<file path="src/rtl/dram_pkg.sv">
// Shared DRAM sequencer types: command states, default geometry and the
// per-bank open-row entry.
package dram_pkg;

    localparam int DRAM_BANK_BITS = 4;
    localparam int DRAM_ROW_BITS  = 16;

    typedef enum logic [3:0] {
        IDLE,
        ACTIVATE,
        ACTIVATING,
        READ,
        READING,
        WRITE,
        WRITING,
        PRECHARGE,
        PRECHARGING,
        REFRESH,
        REFRESHING
    } cmd_state_t;

    typedef struct packed {
        logic                     valid;
        logic [DRAM_ROW_BITS-1:0] row;
    } bank_row_t;

endpackage

</file>
<file path="src/rtl/command_fsm_open_row_table.sv">
// Per-bank open-row table: one bank_row_t per bank, combinational lookup,
// synchronous set / clear-one / clear-all, async active-low reset.
module open_row_table
    import dram_pkg::*;
#(
    parameter int BANK_BITS = DRAM_BANK_BITS,
    parameter int ROW_BITS  = DRAM_ROW_BITS
) (
    input  logic                 clk,
    input  logic                 nRST,
    input  logic [BANK_BITS-1:0] lookup_bank,
    input  logic [ROW_BITS-1:0]  lookup_row,
    output logic                 lookup_open,
    output logic                 lookup_hit,
    output logic                 any_open,
    input  logic                 set_en,
    input  logic [BANK_BITS-1:0] set_bank,
    input  logic [ROW_BITS-1:0]  set_row,
    input  logic                 clr_en,
    input  logic [BANK_BITS-1:0] clr_bank,
    input  logic                 clr_all
);

    localparam int NUM_BANKS = 1 << BANK_BITS;

    bank_row_t entries [NUM_BANKS];

    always_ff @(posedge clk or negedge nRST) begin
        if (!nRST) begin
            for (int i = 0; i < NUM_BANKS; i++) begin
                entries[i] <= '0;
            end
        end else if (clr_all) begin
            for (int i = 0; i < NUM_BANKS; i++) begin
                entries[i].valid <= 1'b0;
            end
        end else begin
            if (clr_en) begin
                entries[clr_bank].valid <= 1'b0;
            end
            if (set_en) begin
                entries[set_bank].valid <= 1'b1;
                entries[set_bank].row   <= set_row;
            end
        end
    end

    assign lookup_open = entries[lookup_bank].valid;
    assign lookup_hit  = entries[lookup_bank].valid && (entries[lookup_bank].row == lookup_row);

    always_comb begin
        any_open = 1'b0;
        for (int i = 0; i < NUM_BANKS; i++) begin
            any_open = any_open | entries[i].valid;
        end
    end

endmodule

</file>
<file path="src/rtl/command_fsm.sv">
// DRAM command sequencer: one request at a time, open-page row tracking,
// refresh deferred to IDLE. Define CLOSED_PAGE_EN to precharge after every access.
module command_fsm
    import dram_pkg::*;
#(
    parameter int BANK_BITS = 4,
    parameter int ROW_BITS  = 16
) (
    input  logic                 clk,
    input  logic                 nRST,
    input  logic                 req_valid,
    input  logic                 req_write,
    input  logic [BANK_BITS-1:0] req_bank,
    input  logic [ROW_BITS-1:0]  req_row,
    output logic                 req_ready,
    output logic                 req_done,
    input  logic                 tACT_done,
    input  logic                 tRD_done,
    input  logic                 tWR_done,
    input  logic                 tPRE_done,
    input  logic                 tREF_done,
    input  logic                 rf_req,
    output cmd_state_t           cmd_state,
    output logic [BANK_BITS-1:0] cmd_bank,
    output logic [ROW_BITS-1:0]  cmd_row,
    output logic                 pre_all
);

    logic op_write;
    logic lookup_open;
    logic lookup_hit;
    logic any_open;
    logic set_en;
    logic clr_en;
    logic clr_all;

    assign req_ready = (cmd_state == IDLE) && !rf_req;

    // Table updates happen on the same edge that leaves the matching wait state.
    assign set_en  = (cmd_state == ACTIVATING) && tACT_done;
    assign clr_all = (cmd_state == PRECHARGING) && tPRE_done && pre_all;
    assign clr_en  = (cmd_state == PRECHARGING) && tPRE_done && !pre_all;

    open_row_table #(
        .BANK_BITS (BANK_BITS),
        .ROW_BITS  (ROW_BITS)
    ) u_open_row_table (
        .clk         (clk),
        .nRST        (nRST),
        .lookup_bank (req_bank),
        .lookup_row  (req_row),
        .lookup_open (lookup_open),
        .lookup_hit  (lookup_hit),
        .any_open    (any_open),
        .set_en      (set_en),
        .set_bank    (cmd_bank),
        .set_row     (cmd_row),
        .clr_en      (clr_en),
        .clr_bank    (cmd_bank),
        .clr_all     (clr_all)
    );

    always_ff @(posedge clk or negedge nRST) begin
        if (!nRST) begin
            cmd_state <= IDLE;
            cmd_bank  <= '0;
            cmd_row   <= '0;
            pre_all   <= 1'b0;
            req_done  <= 1'b0;
            op_write  <= 1'b0;
        end else begin
            req_done <= 1'b0;
            unique case (cmd_state)
                IDLE: begin
                    if (rf_req) begin
                        pre_all   <= any_open;
                        cmd_state <= any_open ? PRECHARGE : REFRESH;
                    end else if (req_valid) begin
                        op_write <= req_write;
                        cmd_bank <= req_bank;
                        cmd_row  <= req_row;
                        pre_all  <= 1'b0;
                        if (lookup_hit) begin
                            cmd_state <= req_write ? WRITE : READ;
                        end else if (lookup_open) begin
                            cmd_state <= PRECHARGE;
                        end else begin
                            cmd_state <= ACTIVATE;
                        end
                    end
                end
                ACTIVATE:  cmd_state <= ACTIVATING;
                READ:      cmd_state <= READING;
                WRITE:     cmd_state <= WRITING;
                PRECHARGE: cmd_state <= PRECHARGING;
                REFRESH:   cmd_state <= REFRESHING;
                ACTIVATING: begin
                    if (tACT_done) begin
                        cmd_state <= op_write ? WRITE : READ;
                    end
                end
                READING, WRITING: begin
                    if ((cmd_state == READING && tRD_done) || (cmd_state == WRITING && tWR_done)) begin
                        req_done <= 1'b1;
`ifdef CLOSED_PAGE_EN
                        cmd_state <= PRECHARGE;
`else
                        cmd_state <= IDLE;
`endif
                    end
                end
                PRECHARGING: begin
                    if (tPRE_done) begin
                        if (pre_all) begin
                            cmd_state <= REFRESH;
                        end else begin
`ifdef CLOSED_PAGE_EN
                            cmd_state <= IDLE;
`else
                            cmd_state <= ACTIVATE;
`endif
                        end
                    end
                end
                REFRESHING: begin
                    if (tREF_done) begin
                        pre_all   <= 1'b0;
                        cmd_state <= IDLE;
                    end
                end
                default: cmd_state <= IDLE;
            endcase
        end
    end

endmodule

</file>
<file path="config.mk">
export PLATFORM = sky130hd
export DESIGN_NAME = command_fsm
export DESIGN_NICKNAME = d
export VERILOG_FILES = /design/src/rtl/dram_pkg.sv /design/src/rtl/command_fsm_open_row_table.sv /design/src/rtl/command_fsm.sv
export SDC_FILE = /design/constraint.sdc
export NUM_CORES = 1
export LEC_CHECK = 0
export ABC_AREA = 1
export CAP_MARGIN = 10
export CORE_ASPECT_RATIO = 2
export CORE_MARGIN = 2
export CORE_UTILIZATION = 25
export DETAILED_ROUTE_END_ITERATION = 7
export SLEW_MARGIN = 20
export SYNTH_ARGS = -nofsm -noshare
export SYNTH_HDL_FRONTEND = slang
export SYNTH_SLANG_ARGS = --single-unit
</file>
<file path="constraint.sdc">
create_clock -name clk -period 4.25 [get_ports clk]
set_clock_uncertainty 0.15 [all_clocks]
set_input_delay 0.85 -clock clk [delete_from_list [all_inputs] [get_ports clk]]
set_output_delay 0.85 -clock clk [all_outputs]
set_load 0.01 [all_outputs]
</file>
==> results.yml, run 1 <==
floorplan:
  die_w_um: 174
  die-area_sq_mm: 0.0602
  io_pins: 57
  start_util_pct: 25.2
  num_rows: 125
  die_h_um: 345
  coreArea_sq_mm: 0.0577
finish:
  drive_gt1_share_pct: 4.83
  finalNetCount: 1974
  areaGrowthSynthToFinish_pct: 15.9
  antenna_cells: 0
timing:
  rsz0062_at_grt: "no"
  clock.fmax_ghz: 0.301
  holdWs_ns: 0.152
  slew_headroom_pct: 32.1
  maxSlewViolCount: 0
  fin_crit_ns: 3.32
  setup_viol: 0
  fin_crit_sh_pct: 78.1
  tightest_slew_ns: 1.01
  fin_tns_setup_ns: 0
  hold_viol: 0
setup_path:
  rr_worst_depth: 10
  crit_path_end_kind: "primary output"
  crit_path_top_delay_cell: "clkdlybuf4s50_1"
  cp_num_buf_inv: 3
  crit_arrival_ns: 2.32
  slowest_delay_ns: 0.58
  cp_common_cell: "nor2_1"
  critPathTopFamily: "buffers and inverters"
  crit_type: "register to primary output"
  path_max_fanout: 7
  crit_cells: 6
  path_cells: "nor2_1 > inv_1 > nor2_1 > inv_1 > nor2_1 > clkdlybuf4s50_1"
  required_ns: 3.25
  crit_path_start_kind: "register"
  rrSetupSlack_ns: 1.83
drt:
  ant_nets: 0
  drt_iter0_markers: 1308
  drt-total-wl_mm: 44.0
  routedWlPerCell_um: 16.1
  firstDrtPassIters: 6
  vias_per_cell: 4.63
  vias: 12600
  post-route-drc-count: 0
global_route:
  grt_pass1_wl_mm: 70.1
  grt_pass1_vias: 11900
  antenna_found_initial: 0
  grt_remaining_overflow: 0
  grt_usage_pct: 14.6
  grt_max_degree: 120
logic_synthesis:
  ys_warn_count: 0
  syn_avg_cell_area_sq_um: 7.47
  syn-cell-area_sq_mm: 0.0145
  synth_cells: 1944
  syn-num-nets: 1974
  ys_types: 25
  ys_seq_area_share_pct: 51.5
  synth-seq-cells: 299
power:
  cellLeakagePower_uw: 0.00783
  peakVddDrop_mv: 0.303
  power_density_mw_per_mm2: 571
clocking:
  cts_tree: "built"
  root_buffer: "clkbuf_16"
  post_cts_buffers: 0
  cts_hold_buffers: 0
  cts_sinks: 299
  cts_max_path_buffers: 3
  path_clk_slew_ns: 0.06
  cts_made_buffers: 30
  htree_levels: 1
  clkLatencyLatePin_ns: 0.57
  post_cts_resized: 0
hold_path:
  hold_path.class: "primary input to asynchronous set/reset pin"
placement:
  dp_hpwl_mm: 28.0
  gp_congestion: 0.870
  numPortBuffers: 56
run:
  cap_violations: 0
run_status:
  status: "complete, no violations"
cell usage in the layout (no fill, tap or decap), drive strengths merged, types with 2 or more instances in the layout:
cell type and count:
dfrtp 299, nand4 11, bufinv 2, nand3 180, clkinv 8, o31ai 12
nor4 4, o211ai 8, clkdlybuf4s50 52, nand2 673, clkbuf 45, o21ai 332
nor2 98, inv 192, buf 41, o22ai 2
routing by layer:
metal | GRT usage, % | wire length [um] | vias up
met2 | 22.9 | 19500 | 433
li1 | - | - | 6161
met5 | 0 | 0 | -
met1 | 20.9 | 20500 | 5979
met4 | 3.89 | 906 | 0
met3 | 2.07 | 3070 | 54
state kept, by name, indices dropped and copies added, names as in the netlist:
register                  cells
cmd_row                      16
op_write                      1
u_open_row_table.entries    272
cmd_state                     4
req_done                      1
cmd_bank                      4
pre_all                       1
cell families (layout without fill, tap and decap cells):
| family | after synthesis | count (layout) | share of synthesized area (%) |
|---|---|---|---|
| AOI/OAI and AO/OA | 359 | 359 | 12.8 |
| buffers and inverters | 319 | 341 | 8.88 |
| and+or+nand+nor | 967 | 967 | 26.8 |
| DFF | 299 | 299 | 51.5 |
power by group:
| group | total [uW] | switching [uW] | internal (uW) |
|---|---|---|---|
| registers | 4340 | 626 | 3720 |
| clock network | 2700 | 1130 | 1570 |
| logic | 2570 | 1640 | 929 |
| total | 9610 | 3390 | 6220 |
layout make-up:
cell class,instances,area (sq um)
Timing Repair Buffer,93,906
Clock inverter,9,97.6
Inverter,194,731
Multi-Input combinational cell,1326,5770
Tap cell,762,953
Fill cell,6139,40900
Clock buffer,45,898
Sequential cell,299,7480
path summary, 6_finish.rpt:
check                                                  from                            end
worst min register to register  u_open_row_table.entries[9]    u_open_row_table.entries[9]
worst max-delay path                           cmd_state[2]                      req_ready
min in group clk                u_open_row_table.entries[9]    u_open_row_table.entries[9]
worst max register to register                 cmd_state[1]  u_open_row_table.entries[209]
worst min-delay path                                   nRST  u_open_row_table.entries[123]
max in group asynchronous                              nRST  u_open_row_table.entries[108]
cells in the mapped netlist, drive strengths merged:
cell type,number,area (sq um)
o32ai,1,8.76
o211ai,8,60.1
a32oi,1,8.76
o21ai,332,1660
dfrtp,299,7480
o41ai,1,8.76
o22ai,2,12.5
nor2,98,368
o31ai,12,90.1
inv,192,721
or2,1,6.26
buf,45,262
clkinv,2,7.51
nand3,180,901
clkbuf,80,300
nand2,673,2530
nor4,4,25.0
a21oi,1,5.00
o21bai,1,7.51
nand4,11,68.8
metrics by stage:
step | total power (uW) | area (sq um) | cells | util (%) | worst slack (ns)
floorplan | 5890 | 14500 | 1944 | - | 1.61
global route | 10300 | 16800 | 2728 | 29.2 | 0.743
finish | 9610 | 16800 | 2728 | 29.2 | 0.931
detailed placement | 6950 | 15800 | 2674 | 27.5 | 0.794
CTS | 9660 | 16800 | 2728 | 29.2 | 0.895
global placement | 6880 | 15800 | 2674 | 27.5 | 0.785
(Power assumes the default switching activity.)
==> run 2: changes to the inputs <==
==> constraint.sdc (replaced) <==
create_clock -name clk -period 3.4 [get_ports clk]
set_clock_uncertainty 0.15 [all_clocks]
set_input_delay 0.68 -clock clk [delete_from_list [all_inputs] [get_ports clk]]
set_output_delay 0.68 -clock clk [all_outputs]
set_load 0.01 [all_outputs]
==> results.yml, run 2 (synthesis results as in run 1) <==
run_status:
  status: "complete, but fails checks"
  violations: "negative hold slack"
floorplan:
  num_rows: 125
  coreArea_sq_mm: 0.0577
  die_h_um: 345
  io_pins: 57
  die_w_um: 174
  start_util_pct: 25.2
  die-area_sq_mm: 0.0602
global_route:
  antenna_found_initial: 0
  gr-usage-met1_pct: 20.2
  grt_pass1_wl_mm: 67.7
  grt_remaining_overflow: 0
  gr-max-usage-layer: "met2"
  grt_usage_pct: 14.0
  grtUsageMet3_pct: 2.08
  grt_pass1_vias: 11800
  use_met2_pct: 21.8
  grt_max_degree: 92
clocking:
  cts_sinks: 299
  root_buffer: "clkbuf_16"
  cts_max_path_buffers: 3
  cts_made_buffers: 30
  cts_tree: "built"
  path_clk_slew_ns: 0.07
  clkLatencyLatePin_ns: 0.57
  cts_hold_buffers: 0
  post_cts_resized: 0
  post_cts_buffers: 0
  htree_levels: 1
setup_path:
  required_ns: 2.57
  rrSetupSlack_ns: 0.98
  crit_type: "register to primary output"
  crit_arrival_ns: 2.33
  crit_path_start_kind: "register"
  crit_path_top_delay_cell: "clkdlybuf4s50_1"
  crit_path_end_kind: "primary output"
  cp_common_cell: "nor2_1"
  path_cells: "nor2_1 > inv_1 > nor2_1 > inv_1 > nor2_1 > clkdlybuf4s50_1"
  path_max_fanout: 7
  slowest_delay_ns: 0.57
timing:
  setup_viol: 0
  hold_viol: 6
  fin_tns_setup_ns: 0
  clock.fmax_ghz: 0.317
  fin_crit_sh_pct: 92.9
  tightest_slew_ns: 0.751
  maxSlewViolCount: 0
  setup_slack_ns: 0.242
  rsz0062_at_grt: "no"
  fin_crit_ns: 3.16
  slew_headroom_pct: 50.0
  holdWs_ns: -0.00959
placement:
  pre_cts_slack_ns: 0.217
  dp.cells: 2683
  gp_congestion: 0.861
  numPortBuffers: 56
  dp_hpwl_mm: 27.3
finish:
  reg.largest.list: "u_open_row_table.entries: 272 flops, cmd_row: 16 flops"
  areaGrowthSynthToFinish_pct: 17.1
  finalNetCount: 1983
  fin_util_pct: 29.5
  mostFrequentLayoutCells: "673 x nand2_1, 329 x o21ai_0, 299 x dfrtp_1, 190 x inv_1, 180 x nand3_1"
  final_common_cell: "nand2_1"
  largest_register: "u_open_row_table.entries"
  drive_gt1_share_pct: 5.41
  antenna_cells: 0
  largest_register_ffs: 272
  fin_cells: 2739
run:
  cap_violations: 0
power:
  cellLeakagePower_uw: 0.00792
  peakVddDrop_mv: 0.382
  fin_total_pwr_uw: 12100
  power_density_mw_per_mm2: 713
drt:
  post-route-drc-count: 0
  vias_per_cell: 4.59
  ant_nets: 0
  drt-total-wl_mm: 42.1
  firstDrtPassIters: 5
  routedWlPerCell_um: 15.4
  vias: 12600
  drt_iter0_markers: 1432
hold_path:
  hold_path.class: "primary input to asynchronous set/reset pin"
run 2: area by class of cell:
class	instances	area, sq um
Clock buffer	45	908
Clock inverter	11	139
Fill cell	6175	40700
Inverter	194	731
Multi-Input combinational cell	1326	5770
Sequential cell	299	7480
Tap cell	762	953
Timing Repair Buffer	102	1040
run 2: path summary, 6_finish.rpt:
path	endpoint	start	cells past startpoint
min in group clk	u_open_row_table.entries[9]	u_open_row_table.entries[9]	2
setup reg to reg	u_open_row_table.entries[41]	cmd_state[2]	9
setup / recovery	req_ready	cmd_state[2]	6
hold reg to reg	u_open_row_table.entries[9]	u_open_row_table.entries[9]	2
max in group asynchronous	u_open_row_table.entries[97]	nRST	2
hold / removal	u_open_row_table.entries[165]	nRST	1
run 2: routing by layer:
layer	routed length (um)	vias up
met4	881	0
li1	-	6187
met2	18700	383
met5	0	-
met3	2510	47
met1	20000	5967
run 2: where the power goes:
part	leakage (uW)	total, uW	switching [uW]	internal [uW]
Clock	0.000513	3510	1440	2070
Combinational	0.00360	3220	2040	1180
Sequential	0.00380	5400	752	4640
Total	0.00792	12100	4230	7890
run 2: worst max-delay path, delay by kind of cell (launching register included):
family                 cells  cell delay, ns
buffers and inverters      3            0.77
and+or+nand+nor            3            0.53
DFF                        1            0.45
run 2: stage by stage:
stage / hold WS [ns] / cell area (sq um)
3_5_place_dp: 0.318 / 16000
2_1_floorplan: 0.234 / 14500
6_report: -0.00959 / 17000
4_1_cts: 0.00899 / 17000
5_1_grt: 0.0431 / 17000
3_3_place_gp: 0.310 / 16000
==> RTL change 1 (flow settings as in run 2) <==
The option `CLOSED_PAGE_EN` is turned on by a define.
--- a/src/rtl/command_fsm.sv
+++ b/src/rtl/command_fsm.sv
@@ -1,5 +1,7 @@
 // DRAM command sequencer: one request at a time, open-page row tracking,
 // refresh deferred to IDLE. Define CLOSED_PAGE_EN to precharge after every access.
+`define CLOSED_PAGE_EN
+
 module command_fsm
     import dram_pkg::*;
 #(
Check against the original RTL: same outputs for any inputs over 4 cycles, from zero or initial values and one cycle with nRST low; that may be too few to reach the edited logic, so the function may still have changed.
==> RTL change 1 against run 2 <==
Power is essentially flat. Cell area shrank 1.2%. Non-clock buffer count rose by 4. First-iteration DRC count fell by 34%. Sequential power is 3.9% higher. Area after synthesis fell by 0.77%. Combinational power rose by 6%. Largest cell class unchanged. Worst setup slack gained 120 ps. Core utilization barely moved. Wire length increased by 13%. Sequential cell count stayed put. Largest power group unchanged.
==> RTL change 1: results (changes against run 2) <==
================================================================================
Cells resized by post-CTS repair                                               0   unchanged
Peak per-stage delay on the critical path                                 550 ps   -20 ps
Number of buffers inserted by hold repair at cts                               1   +1
Total number of vias                                                       12.9k   +2.8%
Final Routed Wirelength                                                47,600 um   +13%
Estimated wirelength of the detail-placed design                       31,300 um   +15%
Met1 layer wirelength in the final routing                             18,300 um   -8.7%
Endpoint of the lowest-slack register-to-register path              u_open_row_table.entries[94]$_DFFE_PN0P_
Maximum clock frequency                                                0.329 GHz   +3.9%
Final Instance Count excl. Fillers                                         2,706   -1.2%
Count of cells along the worst register-to-register path                      11   +2
Number of buffers inserted during clock tree synthesis                        27   -10%
First-pass GRT wire length                                             73,900 um   +9.1%
Capture point of the critical path                                     req_ready
Most frequent cells after synthesis                                 nand2_1, o21ai_0, dfrtp_1, inv_1, nand3_1
Maximum number of pins on one net before global-route repair                  83   -9.8%
Largest cells by area after synthesis                               dfrtp_1, nand2_1, o21ai_0
Hold slack                                                                333 ps   +343 ps
Worst EP arrival                                                         2210 ps   -120 ps
Max IR drop VDD                                                           362 uV   -5.2%
Largest fanout on the critical path                                            6   -1
Iteration-0 DRC Markers                                                      949   -34%
WL met2                                                                23,400 um   +25%
Number of port buffers                                                        56   unchanged
Routability congestion estimate                                            0.895   +3.8%
Hold-critical path depth                                                       2
Setup slack of the worst register-to-register path                        960 ps   -20 ps
Fraction of final layout cells with drive strength greater than 1         0.0523   -0.00181
Ys async rst share                                                          1.00   unchanged
Synthesized Nets                                                           1,950   -1.2%
Total routing usage reported by global routing                             0.159   +0.0189
Inserted Diodes                                                                0   unchanged
Placement-stage worst setup slack                                         268 ps   +50.9 ps
Classification of the worst-slack hold path                         register to register
Total met3 wirelength after detailed routing                             2490 um   -0.52%
Average size of a mapped cell                                           7.51 um2   +0.47%
Max transition margin                                                      0.450   -0.0495
Switching Share                                                            0.367   +0.0174
Fill cell instance count of the final layout                               6,195   +0.32%
Origin of the critical flop-to-flop path                            cmd_state[0]$_DFFE_PN0P_
Number of antenna violations at the first check in global routing              1   +1
Leakage power total                                                      7.75 nW   -2.0%
DR top layer                                                                met5
Worst setup path startpoint                                         cmd_state[1]$_DFFE_PN0P_
Outcome                                                             complete, no violations
Cell with the biggest individual delay on the critical path         clkdlybuf4s50_1
Proportion of synthesized chip area in sequential cells                    0.519   +0.00402
================================================================================
## RTL change 1: cell types whose count changed after synthesis, sizes merged, moves of 7 or more
cell and delta:
nand3 -12, inv -19, buf -12, clkbuf +11, nor2 -7, o21ai +11
## RTL change 1: layer usage
| metal | global-route usage | up-vias |
|---|---|---|
| met5 | 0 | - |
| met1 | 0.179 | 6226 |
| met4 | 0.107 | 2 |
| li1 | - | 6129 |
| met2 | 0.281 | 437 |
| met3 | 0.0192 | 145 |
## RTL change 1: worst reg2reg max path: stages (launching register included)
cell     delay, ps
dfrtp_1        420
inv_1           90
nand2_1         90
nor2_1         170
inv_1          110
nor2_1         160
buf_4          230
inv_1          120
nor2_2         110
inv_1          370
nand2_1        160
o21ai_0         90
## RTL change 1: metrics by stage
step | cell area [um2] | power, mW
final | 16800 | 12.1
after CTS | 16800 | 12.2
after global placement | 15900 | 8.96
after detailed placement | 15900 | 9.07
after global routing | 16800 | 13.0
after floorplan | 14400 | 7.68
## RTL change 1: final cells by class
cell class              instances  share of cell area
clock buffers                  35              0.0444
inverters                     175              0.0392
well taps                     756              0.0563
multi-input cells            1322               0.343
repair buffers                106              0.0658
flip-flops and latches        299               0.445
clock inverters                13             0.00670
## RTL change 1: logic make-up (layout without fill, tap and decap cells)
logic type / after synthesis / count (layout) / synth area share
AO/OA/AOI/OAI: 372 / 372 / 0.134
buffers and inverters: 299 / 329 / 0.0818
flip-flops: 299 / 299 / 0.519
AND/OR/NAND/NOR: 950 / 950 / 0.265
## RTL change 1: power groups by stage
stage	logic, mW	clock network, mW	registers [mW]
after floorplan	2.25	0	5.42
after global placement	3.36	0	5.60
after detailed placement	3.43	0	5.64
after CTS	3.45	3.14	5.59
after global routing	3.94	3.26	5.75
final	3.42	3.09	5.61
==> RTL change 2 (flow settings as in run 2) <==
Made on the original files. Reset style: synchronous (`nRST`), changed in 2 clocked blocks. Comments in the files are not updated.
--- a/src/rtl/command_fsm_open_row_table.sv
+++ b/src/rtl/command_fsm_open_row_table.sv
@@ -25,7 +25,7 @@
 
     bank_row_t entries [NUM_BANKS];
 
-    always_ff @(posedge clk or negedge nRST) begin
+    always_ff @(posedge clk) begin
         if (!nRST) begin
             for (int i = 0; i < NUM_BANKS; i++) begin
                 entries[i] <= '0;
--- a/src/rtl/command_fsm.sv
+++ b/src/rtl/command_fsm.sv
@@ -60,7 +60,7 @@
         .clr_all     (clr_all)
     );
 
-    always_ff @(posedge clk or negedge nRST) begin
+    always_ff @(posedge clk) begin
         if (!nRST) begin
             cmd_state <= IDLE;
             cmd_bank  <= '0;
Function: differs if nRST is asserted again (counterexample within 4 cycles, from zero or initial values and one cycle with nRST low); with nRST held inactive, the same outputs for 4 cycles.
==> RTL change 2 against run 2 <==
Area after synthesis down 1.7%. Synthesized cell count down 18%. Via count down 12%. Non-clock buffer count up 1. Fmax up 3.8%. First-iteration DRC count down 27%. Wire length down 2.0%. Worst setup slack better by 120 ps. Sequential cell count unchanged. Cell area down 1.0%. Hold slack better by 400 ps.
Power is not compared: it rests on default switching activity, and its combinational part moved more than twofold at a synthesized area within 25%.
==> RTL change 2: results (changes against run 2) <==
=================================================================================
Outcome                                                              complete, no violations
Classification of the worst-slack hold path                          register to register
Worst setup path startpoint                                          cmd_state[0]$_SDFFE_PN0P_
Routability congestion estimate                                             0.804   -6.6%
Sequential cell area                                                  0.00871 mm2   +16%
Maximum number of pins on one net before global-route repair                  123   +34%
Average size of a mapped cell                                            8.94 um2   +20%
Largest fanout on the critical path                                             8   +1
Worst-case setup margin in the final layout                                357 ps   +115 ps
Iteration-0 DRC Markers                                                     1,041   -27%
Fill cell instance count of the final layout                                6,074   -1.6%
Final Routed Wirelength                                                 41,300 um   -2.0%
Origin of the critical flop-to-flop path                             cmd_state[1]$_SDFFE_PN0P_
Proportion of synthesized chip area in sequential cells                     0.610   +0.0948
Fraction of final layout cells with drive strength greater than 1          0.0805   +0.0264
Relative area of non-clock buffer cells in the final design                0.0628   +0.00197
Clock latency of the later-clocked register in the worst-skew pair         520 ps   -50 ps
Number of inverters outside the clock class in the layout                     173   -11%
Count of cells along the worst register-to-register path                       13   +4
Most instantiated flip-flop cell in the synthesis netlist                edfxtp_1
Number of enable flip-flop cells after synthesis                              272   +272
Number of buffers inserted during clock tree synthesis                         34   +13%
Nets@finish                                                                 1,669   -16%
Fraction of area in multi-input gates                                       0.264   -0.0754
Estimated wirelength of the detail-placed design                        26,300 um   -3.6%
Yosys cell types                                                               28   +12%
Non-clock buffer instance count of the final layout                           103   +0.98%
=================================================================================
-- RTL change 2: changes by cell type after synthesis, sizes merged, moves of 7 or more --
| cell | run 2 | this run |
|---|---|---|
| a21oi | 1 | 33 |
| buf | 45 | 53 |
| nand2 | 673 | 298 |
| nand3 | 180 | 142 |
| o211ai | 8 | 27 |
| nand4 | 11 | 4 |
| o21ai | 332 | 96 |
| nor2 | 98 | 416 |
| dfrtp | 299 | 0 |
| edfxtp | 0 | 272 |
| o31ai | 12 | 1 |
| dfxtp | 0 | 27 |
| clkbuf | 80 | 44 |
| inv | 192 | 169 |
-- RTL change 2: routing by layer --
metal	track usage	part of all wire	up-vias
li1	-	-	5278
met1	0.182	0.41	5235
met2	0.233	0.48	463
met3	0.0223	0.084	66
met4	0.0417	0.026	0
met5	0	0	-
-- RTL change 2: per-stage QoR --
step / total power [mW] / utilization / area [um2]
3_5_place_dp: 5.76 / 0.278 / 15800
5_1_grt: 9.48 / 0.297 / 16800
4_1_cts: 9.18 / 0.297 / 16800
2_1_floorplan: 5.16 / - / 14300
6_report: 9.13 / 0.297 / 16800
3_3_place_gp: 5.75 / 0.278 / 15800
-- RTL change 2: worst reg2reg max path: stages, from the launching register on --
cell and delay [ps]:
dfxtp_1 450, inv_2 80, nor2_2 150, inv_2 60
nor2_2 110, inv_2 60, nor2_1 80, inv_1 60
nor2_1 110, inv_2 230, nor2_1 470, inv_2 70
nand2_1 110, buf_12 180
-- RTL change 2: cells by family (layout without fill, tap and decap cells) --
| family | count (synthesis) | after routing | synth area share |
|---|---|---|---|
| DFF | 299 | 299 | 0.610 |
| buffers and inverters | 270 | 337 | 0.0798 |
| AOI/OAI and AO/OA | 159 | 159 | 0.0617 |
| and+or+nand+nor | 869 | 869 | 0.249 |
